==> src/rtl/jk_pkg.sv <==
// Shared opcodes, FSM state type and count width for the JK command sequencer.
// Latency: n/a (declarations only).
// Backpressure: n/a.
package jk_pkg;

  localparam logic [1:0] OP_HOLD = 2'b00;
  localparam logic [1:0] OP_CLR  = 2'b01;
  localparam logic [1:0] OP_SET  = 2'b10;
  localparam logic [1:0] OP_TGL  = 2'b11;

  localparam int CNT_W = 8;

  typedef enum logic [1:0] {
    IDLE  = 2'd0,
    APPLY = 2'd1,
    CHECK = 2'd2
  } state_t;

  // Q the downstream flip-flop should hold once a command has been applied.
  // A toggle held for N edges flips Q N times, so only the parity of N matters.
  function automatic logic next_q(input logic [1:0] op, input logic q, input logic hold_odd);
    logic r;
    r = q;
    case (op)
      OP_CLR:  r = 1'b0;
      OP_SET:  r = 1'b1;
      OP_TGL:  r = q ^ hold_odd;
      default: r = q;
    endcase
    return r;
  endfunction

endpackage

==> src/rtl/jk_cmd_fifo.sv <==
// Synchronous command FIFO, DEPTH entries (power of two), W bits wide.
// Latency: a pushed entry is visible at the head one edge after the push.
// Backpressure: push ignored when full, pop ignored when empty; simultaneous push/pop both land.
// Ports: clk, rst (async active-low) | push, push_dat | pop, pop_dat (head) | full, empty.
module jk_cmd_fifo #(
  parameter int DEPTH = 4,
  parameter int W     = 2
) (
  input  logic         clk,
  input  logic         rst,
  input  logic         push,
  input  logic [W-1:0] push_dat,
  input  logic         pop,
  output logic [W-1:0] pop_dat,
  output logic         full,
  output logic         empty
);

  localparam int AW = $clog2(DEPTH);

  logic [W-1:0] mem [DEPTH];
  // One extra pointer bit distinguishes full from empty when the indices match.
  logic [AW:0]  wr_ptr;
  logic [AW:0]  rd_ptr;
  logic         do_push;
  logic         do_pop;

  assign empty   = (wr_ptr == rd_ptr);
  assign full    = (wr_ptr[AW] != rd_ptr[AW]) && (wr_ptr[AW-1:0] == rd_ptr[AW-1:0]);
  assign do_push = push & ~full;
  assign do_pop  = pop & ~empty;
  assign pop_dat = mem[rd_ptr[AW-1:0]];

  always_ff @(posedge clk or negedge rst) begin
    if (!rst) begin
      wr_ptr <= '0;
      rd_ptr <= '0;
    end else begin
      if (do_push) wr_ptr <= wr_ptr + 1'b1;
      if (do_pop)  rd_ptr <= rd_ptr + 1'b1;
    end
  end

  // Storage needs no reset: entries are only read between the pointers.
  always_ff @(posedge clk) begin
    if (do_push) mem[wr_ptr[AW-1:0]] <= push_dat;
  end

endmodule

==> src/rtl/jk_cmd_seq.sv <==
// Queues J/K commands, drives a downstream JK flip-flop and checks its Q against a model.
// Latency: HOLD_CYC + 2 cycles per command (IDLE pop, HOLD_CYC APPLY, 1 CHECK).
// Backpressure: cmd_ready = !full once out of reset; no bypass of a full FIFO.
// Ports: clk, rst (async active-low) | cmd_valid, cmd_op, cmd_ready | j, k, q_fb |
//        clr_err, exp_q, busy, mismatch, cmd_count.
module jk_cmd_seq
  import jk_pkg::*;
#(
  parameter int DEPTH    = 4,
  parameter int HOLD_CYC = 1
) (
  input  logic             clk,
  input  logic             rst,
  input  logic             cmd_valid,
  input  logic [1:0]       cmd_op,
  output logic             cmd_ready,
  output logic             j,
  output logic             k,
  input  logic             q_fb,
  input  logic             clr_err,
  output logic             exp_q,
  output logic             busy,
  output logic             mismatch,
  output logic [CNT_W-1:0] cmd_count
);

  localparam logic HOLD_ODD = (HOLD_CYC % 2) != 0;

  state_t     state;
  logic [3:0] hold_cnt;
  logic [1:0] cur_op;
  logic [1:0] head_op;
  logic       rdy_en;
  logic       full;
  logic       empty;
  logic       push;
  logic       pop;

  // rdy_en keeps cmd_ready low throughout reset and rises on the first edge after it.
  assign cmd_ready = rdy_en & ~full;
  assign push      = cmd_valid & cmd_ready;
  assign pop       = (state == IDLE) & ~empty;
  assign busy      = (state != IDLE);

  jk_cmd_fifo #(
    .DEPTH (DEPTH),
    .W     (2)
  ) u_fifo (
    .clk      (clk),
    .rst      (rst),
    .push     (push),
    .push_dat (cmd_op),
    .pop      (pop),
    .pop_dat  (head_op),
    .full     (full),
    .empty    (empty)
  );

  always_ff @(posedge clk or negedge rst) begin
    if (!rst) begin
      state     <= IDLE;
      hold_cnt  <= '0;
      cur_op    <= OP_HOLD;
      j         <= 1'b0;
      k         <= 1'b0;
      exp_q     <= 1'b0;
      mismatch  <= 1'b0;
      cmd_count <= '0;
      rdy_en    <= 1'b0;
    end else begin
      rdy_en <= 1'b1;
      // A fresh mismatch in CHECK below overrides this clear.
      if (clr_err) mismatch <= 1'b0;
      case (state)
        IDLE: begin
          if (!empty) begin
            {j, k}   <= head_op;
            cur_op   <= head_op;
            hold_cnt <= 4'(HOLD_CYC);
            state    <= APPLY;
          end else begin
            {j, k} <= 2'b00;
          end
        end
        APPLY: begin
          hold_cnt <= hold_cnt - 1'b1;
          if (hold_cnt == 4'd1) begin
            {j, k} <= 2'b00;
            exp_q  <= next_q(cur_op, exp_q, HOLD_ODD);
            state  <= CHECK;
          end
        end
        CHECK: begin
          if (q_fb != exp_q) mismatch <= 1'b1;
          cmd_count <= cmd_count + 1'b1;
          state     <= IDLE;
        end
        default: state <= IDLE;
      endcase
    end
  end

endmodule

==> config.mk <==
export PLATFORM = sky130hd
export DESIGN_NAME = jk_cmd_seq
export DESIGN_NICKNAME = d
export VERILOG_FILES = /design/src/rtl/jk_pkg.sv /design/src/rtl/jk_cmd_fifo.sv /design/src/rtl/jk_cmd_seq.sv
export SDC_FILE = /design/constraint.sdc
export NUM_CORES = 1
export LEC_CHECK = 0
export ABC_AREA = 1
export BUFFER_PORTS_ARGS = -buffer_cell sky130_fd_sc_hd__buf_4
export CORE_AREA = 2 2 78 80
export DETAILED_ROUTE_END_ITERATION = 6
export DIE_AREA = 0 0 80 82
export MAX_ROUTING_LAYER = met4
export PLACE_DENSITY = 0.53
export SYNTH_ARGS = -nofsm -noshare
export SYNTH_HDL_FRONTEND = slang
export SYNTH_SLANG_ARGS = --single-unit
==> constraint.sdc <==
create_clock -name clk -period 2.9 [get_ports clk]
set_input_delay 0.58 -clock clk [delete_from_list [all_inputs] [get_ports clk]]
set_output_delay 0.58 -clock clk [all_outputs]
set_load 0.05 [all_outputs]
Word level (Yosys, flattened, before mapping)
Memory sizes are Yosys's and may differ from the RTL's.
Index checks and enable logic that the tools add are counted.

word-level totals
  bits in registers = 27
  bits in writable memories = 8
  bits of input ports = 7
  output and inout bits = 14
  logic and storage cells = 62
  memories = 1

cells by class
  add/sub/neg operators = 4
  equal/unequal tests = 12
  multiplexer cells = 16
  bitwise operators = 8
  reduce and logical (&&, ||, !) cells = 10

memories
  memory      words  bits a word  rd ports  clocked after memory_dff  wr ports  RTL line           RTL
  u_fifo.mem  4      2            1         0                         1         jk_cmd_fifo.sv:21  logic [W-1:0] mem [DEPTH];

operator list
  kind                   number
  $add A8 B1 Y8 const B  1
  $mux W1                8
  $pmux W4 S2            1
  $reduce_and A2 Y1      4
  $add A3 B1 Y3 const B  2
  $eq A2 B2 Y1 const B   3
  $and A1 B1 Y1          5
  $eq A2 B1 Y1 const B   2
  $eq A4 B1 Y1 const B   1
  $mux W2                2
  $mux W4                1
  $ne A2 B2 Y1 const B   2
  $pmux W1 S2            2
  $pmux W2 S2            1
  $reduce_bool A2 Y1     2
  $sub A4 B1 Y4 const B  1
  $eq A3 B3 Y1           1
  $not A1 Y1             3
  $pmux W1 S3            1
  $reduce_and A3 Y1      1
  $reduce_bool A3 Y1     1
  $eq A2 B2 Y1           1
  $logic_not A2 Y1       1
  $ne A1 B1 Y1           2
  $logic_and A1 B1 Y1    1

Longest topological paths before layout
Gate-level depths: netlist of the first run.

  word-level depth = 8
  mapped depth = 9

Hierarchy
From an unflattened synthesis of the first run, not the netlist that was laid out.

unflattened totals
  cell total of the unflattened synthesis = 193
  area total of the unflattened synthesis = 1721.7 µm²

by module, submodules not included
  module       times used  cells each  area an instance (µm²)
  jk_cmd_seq   1           113         972.2
  jk_cmd_fifo  1           80          749.5

Worst setup path before layout of the first run
No wires, ideal clock.

  kind = reg-to-output
  from = reg u_fifo.rd_ptr[0]
  to = out cmd_ready
  data arrival time = 1.101 ns
  required time = 2.320 ns
  path slack = 1.219 ns
  cell stages (with the launch flop) = 5
  cell sequence = dfrtp_1 xnor2_1 nand3_2 nand2_1 inv_1

on the way
  word-level cells in the longest chain between the ends = 4

RTL lines
  item                      RTL line           RTL
  start: declaration        jk_cmd_fifo.sv:24  logic [AW:0] rd_ptr;
  start signal: assignment  jk_cmd_fifo.sv:40  if (do_pop) rd_ptr <= rd_ptr + 1'b1;
  $eq A2 B2 Y1              jk_cmd_fifo.sv:29  assign full = (wr_ptr[AW] != rd_ptr[AW]) && (wr_ptr[AW-1:0] == rd_ptr[AW-1:0]);
  $logic_and A1 B1 Y1       jk_cmd_fifo.sv:29
  $not A1 Y1                jk_cmd_seq.sv:40   assign cmd_ready = rdy_en & ~full;
  $and A1 B1 Y1             jk_cmd_seq.sv:40
  end: declaration          jk_cmd_seq.sv:16   output logic cmd_ready,

No other way between the ends.

Final worst setup path of the first run
Same ends and word-level chain as after synthesis.

==> results of run 1 <==
worst min path at each step:
stage,end,slack [ns],cells past startpoint
after floorplan,cmd_count[0],0.28,0
after global placement,cur_op[1],0.47,2
after detailed placement,cur_op[0],0.47,2
after CTS,k,0.22,1
after global routing,k,0.22,1
final,k,0.20,1
cell families (layout without fill, tap and decap cells):
kind of cell / Yosys count / in the layout
simple gates: 94 / 94
flops: 35 / 35
buf+inv: 24 / 51
compound gates: 12 / 12
xor+xnor: 10 / 10
fa+ha+maj: 8 / 8
other cells: 1 / 1
state kept, by name, indices dropped and copies added, names as in the netlist:
signal         flops
j                  1
state              2
u_fifo.wr_ptr      3
rdy_en             1
mismatch           1
k                  1
hold_cnt           4
cmd_count          8
cur_op             2
u_fifo.mem         8
exp_q              1
u_fifo.rd_ptr      3
metal layers:
metal / global-route usage [%] / vias to the layer above / share of wire, %
met1: 12.9 / 555 / 45
met4: 4.58 / 0 / 1.2
li1: - / 626 / -
met5: - / - / 0
met2: 17.9 / 18 / 49
met3: 3.41 / 4 / 4.4
layout make-up:
cell class                      count  area, µm²
Clock buffer                        5       68.8
Sequential cell                    35        916
Tap cell                           75       93.8
Inverter                           23       86.3
Timing Repair Buffer               20        150
Fill cell                         607       3690
Multi-Input combinational cell    125        673
Clock inverter                      3       67.6
synth_stat cells (3+ instances only):
cell type  count
dfrtp_1       27
edfxtp_1       8
ha_1           8
inv_1         23
nand2_1       60
nand3_1        5
nand3_2        3
nand4_1        3
nor2_1        14
nor3_1         3
o21ai_0        8
xnor2_1        3
xor2_1         7
power groups by stage:
stage	clock network, µW	logic (µW)	registers [µW]
2_1_floorplan	0	619	909
3_3_place_gp	0	942	804
3_5_place_dp	0	958	806
4_1_cts	538	966	796
5_1_grt	559	1090	822
6_report	522	944	795
metrics by stage:
step | cell area, µm² | worst slack, ns
CTS | 2060 | 0.793
finish | 2060 | 0.824
floorplan | 1690 | 1.22
global route | 2060 | 0.704
detailed placement | 1920 | 1.11
global placement | 1920 | 1.12
==> results by group, run 1 <==
Synthesis
  – Multiplexer share of the synthesized area: 0%
  – EDFF count, synth: 8
  – Seq/Total Area, Yosys: 54.3%
  – #FFs+latches synth: 35
  – Mean Syn Cell Area: 9.17 µm²
  – Synth top area share: 40.1%
  – Synthesized area: 1690 µm²
  – Mapped Cells: 184
  – Main synth FF type: dfrtp_1
  – Yosys warns: 0
  – Area leader, netlist: dfrtp_1
  – Post-synthesis adder-cell area fraction: 5.93%
  – Main area contributors after synthesis: dfrtp_1 (40%), edfxtp_1 (14%), nand2_1 (13%)
  – Compound-Gate Fraction of Synth Area: 3.93%
  – Synth Area in Simple Gates: 24.6%
  – Combinational family with the most area after synthesis: simple AND/OR/NAND/NOR gates
  – Syn_nets: 199
  – Xor/xnor share of the synthesized area: 5.19%
  – Ys async rst share: 77.1%
  – Yosys cell types: 22

STA
  – Setup Viol. Count Final: 0
  – Final hold slack: 0.197 ns
  – Final setup TNS: 0 ns
  – Max Slew Vio Count: 0
  – Final Skew: 0.0104 ns
  – Fmax achieved: 482 MHz
  – RSZ-0062 raised after global routing: false
  – Final Hold Viols: 0
  – Min Tclk post-route: 2.08 ns
  – Final worst path period share: 71.6%

Global route
  – Largest net degree at the start of global routing: 28
  – GRT Util Overall: 11.1%
  – Grt total ovfl: 0
  – Vias in the first global route: 1234
  – Global-route wire length before repair: 5.44 mm
  – Antenna violations before repair: 0

Worst setup path
  – Worst setup EP type: output port
  – Crit Reg-Reg Endpoint: cur_op[1]
  – CP Depth: 5
  – Critical path buffer and inverter count: 2
  – CP Class: reg2out
  – FF-to-FF setup slack: 1.42 ns
  – Crit path arrival time: 1.50 ns
  – CP max stage cell: dfrtp_1
  – Worst r2r src: u_fifo.rd_ptr[0]
  – Crit path cell chain: xnor2_1, nand3_2, nand2_1, inv_1, buf_4
  – Crit path launch type: flip-flop
  – Worst path required time: 2.32 ns
  – Crit path launch: u_fifo.rd_ptr[0]
  – R2R depth: 6
  – Crit path max-delay family: flip-flops
  – Crit-path max cell delay: 0.46 ns
  – Worst setup path end: cmd_ready
  – Worst Path Max Fanout: 8

Layout
  – Most frequent cells in the layout: nand2_1 (60), dfrtp_1 (27), inv_1 (23)
  – Final nets: 225
  – N_diodes: 0
  – Post-route insts no fill: 286
  – Layout Area Growth over Synthesis: 21.9%
  – Share of cells above drive strength 1: 17.5%
  – Commonest non-fill, non-tap cell in the layout: nand2_1
  – Util after Layout: 35.8%

Clocking
  – Hold_buf cts: 0
  – Resize count post-CTS: 0
  – Sink Count: 35
  – H-Tree Level Count: 2
  – Setup Buffers After CTS: 0
  – Worst-Skew Late Latency: 0.28 ns
  – Num CTS Buffers: 5
  – CTS Root Buffer Type: clkbuf_8
  – CTS tree: done
  – Clock buffer depth: 2
  – Reg clk slew, reported paths: 0.08 ns

Job
  – Max cap viols: 0

Power and ir drop
  – Part of the power in registers: 35.2%
  – Power per cell area: 1100 nW/µm²
  – Sw Ratio: 41.8%
  – P_sw: 945 µW
  – Internal power: 1320 µW
  – Clock network fraction of total power: 23.1%
  – Power, Total: 2260 µW
  – Max VDD drop: 0.430 mV
  – Gate power share: 41.7%
  – Leak pwr: 0.00101 µW

Routing
  – Pre-antenna DRT Iters: 4
  – Via density: 4.21
  – DRC viols: 0
  – Post-Route WL: 3.04 mm
  – DRT iter0 DRCs: 44
  – Vias: 1203
  – Avg WL per Cell: 10.6 µm
  – DRT antenna net count: 0

Min path
  – Hold Crit Class: in2async

Placement
  – Port Buf Inserts: 20
  – Routability cong.: 0.741
  – Dpl hpwl: 2.24 mm
  – Placed Cells: 278

Floorplanning
  – Starting Density: 29.4%
  – Die outline height: 82 µm
  – Core area: 5750 µm²
  – Chip Width: 80 µm
  – I/O Pins: 21
  – Die area: 6560 µm²
  – # rows: 28

Status
  – Run status: complete, no violations
No activity file was read; power rests on OpenSTA's default activity.
==> run 2, diff against run 1 <==
- ABC_AREA: 1 -> 0
- clock period: 2.9 -> 2.2 ns (I/O delays scaled with it)
==> run 2 against run 1 <==
Critical path depth is 2 lower. Clock skew is 0.0066 ns lower. Via count is 14% lower. Non-clock buffer count stayed put. Combinational power is 36% higher. Synthesized cell count is 28% lower. First-iteration DRC count is 4.5% lower. Largest power group unchanged. Highest routed layer unchanged.
==> results by group, run 2 <==
Worst setup path
  – Crit path max-delay family: flip-flops
  – Worst setup EP type: output port
  – Crit path arrival time: 1.58 ns (+0.08 ns)
  – CP Class: reg2out
  – Critical path buffer and inverter count: 1 (-1)
  – Crit-path max cell delay: 0.54 ns (+0.08 ns)
  – CP max stage cell: dfrtp_1
  – FF-to-FF setup slack: 0.58 ns (-0.84 ns)
  – Worst r2r src: state[0]
  – Worst Path Max Fanout: 8 (unchanged)
  – Worst path required time: 1.76 ns (-0.56 ns)
  – Crit path launch: u_fifo.rd_ptr[1]
  – Crit path launch type: flip-flop
  – Crit path cell chain: xor2_1, o31a_1, buf_4

Power and ir drop
  – Max VDD drop: 0.457 mV (+6.1%)
  – Internal power: 1630 µW (+24%)
  – Leak pwr: 0.000870 µW (-14%)
  – Power per cell area: 1450 nW/µm² (+31%)
  – Clock network fraction of total power: 15.3% (-7.8 points)
  – Part of the power in registers: 40.0% (+4.8 points)
  – Gate power share: 44.7% (+3.0 points)
  – Sw Ratio: 43.4% (+1.6 points)
  – P_sw: 1250 µW (+32%)

Placement
  – Port Buf Inserts: 20 (unchanged)
  – Pre-CTS WS: 0.467 ns (-0.643 ns)
  – Dpl hpwl: 2.23 mm (-0.43%)
  – Routability cong.: 0.756 (+2.0%)

Clocking
  – Reg clk slew, reported paths: 0.07 ns (about the same)
  – H-Tree Level Count: 2 (unchanged)
  – Clock buffer depth: 2 (unchanged)
  – Num CTS Buffers: 5 (unchanged)
  – Hold_buf cts: 0 (unchanged)
  – CTS Root Buffer Type: clkbuf_8
  – Resize count post-CTS: 0 (unchanged)
  – Sink Count: 35 (unchanged)
  – CTS tree: done
  – Setup Buffers After CTS: 0 (unchanged)
  – Worst-Skew Late Latency: 0.28 ns (about the same)

STA
  – Relative max-transition margin: 61.8%
  – Max Slew Vio Count: 0 (unchanged)
  – RSZ-0062 raised after global routing: false
  – Final worst path period share: 91.7%
  – Min Tclk post-route: 2.02 ns
  – Final Skew: 0.00370 ns (-0.00665 ns)
  – Final setup TNS: 0 ns (unchanged)
  – Fmax achieved: 495 MHz
  – Setup Viol. Count Final: 0 (unchanged)
  – Final Hold Viols: 0 (unchanged)
  – Worst setup margin: 0.182 ns (-0.642 ns)
  – Slew @ Worst Pin: 0.566 ns

Routing
  – DRT antenna net count: 0 (unchanged)
  – Pre-antenna DRT Iters: 4 (unchanged)
  – Post-Route WL: 2.99 mm (-1.6%)
  – Avg WL per Cell: 12.8 µm (+21%)
  – DRT iter0 DRCs: 42 (-4.5%)
  – Via density: 4.42 (+5.0%)
  – DRC viols: 0 (unchanged)
  – Vias: 1029 (-14%)

Layout
  – Layout Area Growth over Synthesis: 18.1%
  – Commonest non-fill, non-tap cell in the layout: dfrtp_1
  – Most frequent cells in the layout: dfrtp_1 (27), buf_4 (20), inv_1 (13), xnor2_1 (13)
  – Fill cells: 581 (-4.3%)
  – N_diodes: 0 (unchanged)
  – Util after Layout: 34.6% (-1.2 points)
  – Final nets: 172 (-24%)
  – Share of cells above drive strength 1: 23.4% (+5.9 points)

Global route
  – Busiest grt layer: met2
  – Vias in the first global route: 1147 (-7.1%)
  – Largest net degree at the start of global routing: 28 (unchanged)
  – Grt total ovfl: 0 (unchanged)
  – GRT met1 Usage: 12.3% (-0.65 points)
  – GRT Util Overall: 11.1% (+0.037 points)
  – Met3 global-route usage: 3.63% (+0.22 points)
  – Antenna violations before repair: 0 (unchanged)
  – Met2 Track Usage GR: 18.7% (+0.75 points)
  – Global-route wire length before repair: 5.39 mm (-0.90%)

Synthesis
  – Syn_nets: 148 (-26%)
  – Synth top area share: 40.2% (+0.12 points)
  – Mapped Cells: 133 (-28%)
  – Synthesized area: 1680 µm² (-0.30%)
  – Mean Syn Cell Area: 12.6 µm² (+38%)
  – Post-synth top cells: dfrtp_1 (27), inv_1 (13), xnor2_1 (13)
  – Top-count cell post-synth: dfrtp_1
  – Ys async rst share: 77.1% (unchanged)
  – Yosys warns: 0 (unchanged)
  – Seq/Total Area, Yosys: 54.5% (+0.16 points)
  – EDFF count, synth: 8 (unchanged)
  – #FFs+latches synth: 35 (unchanged)
  – Area leader, netlist: dfrtp_1
  – Yosys cell types: 38 (+73%)
  – Main area contributors after synthesis: dfrtp_1 (40%), edfxtp_1 (14%), xnor2_1 (6.8%)
  – Main synth FF type: dfrtp_1

Floorplanning
  – Core area: 5750 µm² (unchanged)
  – I/O Pins: 21 (unchanged)
  – Die outline height: 82 µm (unchanged)
  – Starting Density: 29.3% (-0.087 points)
  – Chip Width: 80 µm (unchanged)
  – # rows: 28 (unchanged)
  – Die area: 6560 µm² (unchanged)

Job
  – Max cap viols: 0 (unchanged)

Status
  – Run status: complete, no violations

Min path
  – Hold Crit Class: in2async
run 2: cell count changes after synthesis, moves of 3 or more:
| cell | delta |
|---|---|
| nand2_1 | -54 |
| inv_1 | -10 |
| xnor2_1 | +10 |
| nor2_1 | -9 |
| o21ai_0 | -7 |
| mux2i_1 | +6 |
| mux2_2 | +5 |
| nand3_1 | -5 |
| and2_1 | +3 |
| nand3_2 | -3 |
| xor2_1 | -3 |
run 2: stage by stage:
stage	power, µW	hold WS (ns)	instance area, µm²	cells
after detailed placement	2470	0.377	1900	225
after global placement	2410	0.373	1900	225
after floorplan	2140	0.144	1680	133
after global routing	3130	0.0755	1990	233
final	2870	0.0642	1990	233
after CTS	2930	0.0634	1990	233
run 2: cells by family (layout without fill, tap and decap cells):
logic type	count (synthesis)	count (layout)	share of synthesized area [%]
simple gates	25	25	7.89
compound gates	17	17	9.00
mux	13	13	8.48
fa+ha+maj	8	8	5.95
buf+inv	16	41	4.17
flops	35	35	54.5
xor+xnor	18	18	9.82
other cells	1	1	0.223
run 2: final cells by class:
class / instances / area (µm²) / area share (%)
Sequential cell: 35 / 916 / 46.1
Multi-Input combinational cell: 82 / 696 / 35.0
Timing Repair Buffer: 20 / 150 / 7.56
Tap cell: 75 / 93.8 / 4.73
Clock buffer: 7 / 76.3 / 3.84
Inverter: 13 / 48.8 / 2.46
Clock inverter: 1 / 5.00 / 0.252
run 2: routing by layer:
metal / routed length (µm) / vias to the layer above
met5: 0 / -
met1: 1300 / 505
met4: 17 / 0
met3: 133 / 2
met2: 1540 / 18
li1: - / 504
run 2: power by group through the flow:
stage          logic, µW  clock network [µW]  registers [µW]
4_1_cts             1310                 463            1150
3_3_place_gp        1260                   0            1150
6_report            1280                 440            1150
2_1_floorplan        888                   0            1250
3_5_place_dp        1300                   0            1160
5_1_grt             1450                 498            1190
run 2: worst paths after layout:
check                                         to  cells after the start
worst max-delay path                   cmd_ready                      3
worst min-delay path                cmd_count[3]                      1
worst max register to register  u_fifo.rd_ptr[1]                      4
worst min register to register      cmd_count[7]                      1
max in group asynchronous       u_fifo.rd_ptr[1]                      1
min in group clk                        mismatch                      2
run 2: worst register-to-register path, cell delays in order (launching register included):
cell     delay (ns)
dfrtp_1        0.48
nor2_1         0.25
inv_1          0.11
a31oi_2        0.31
mux2_1         0.35
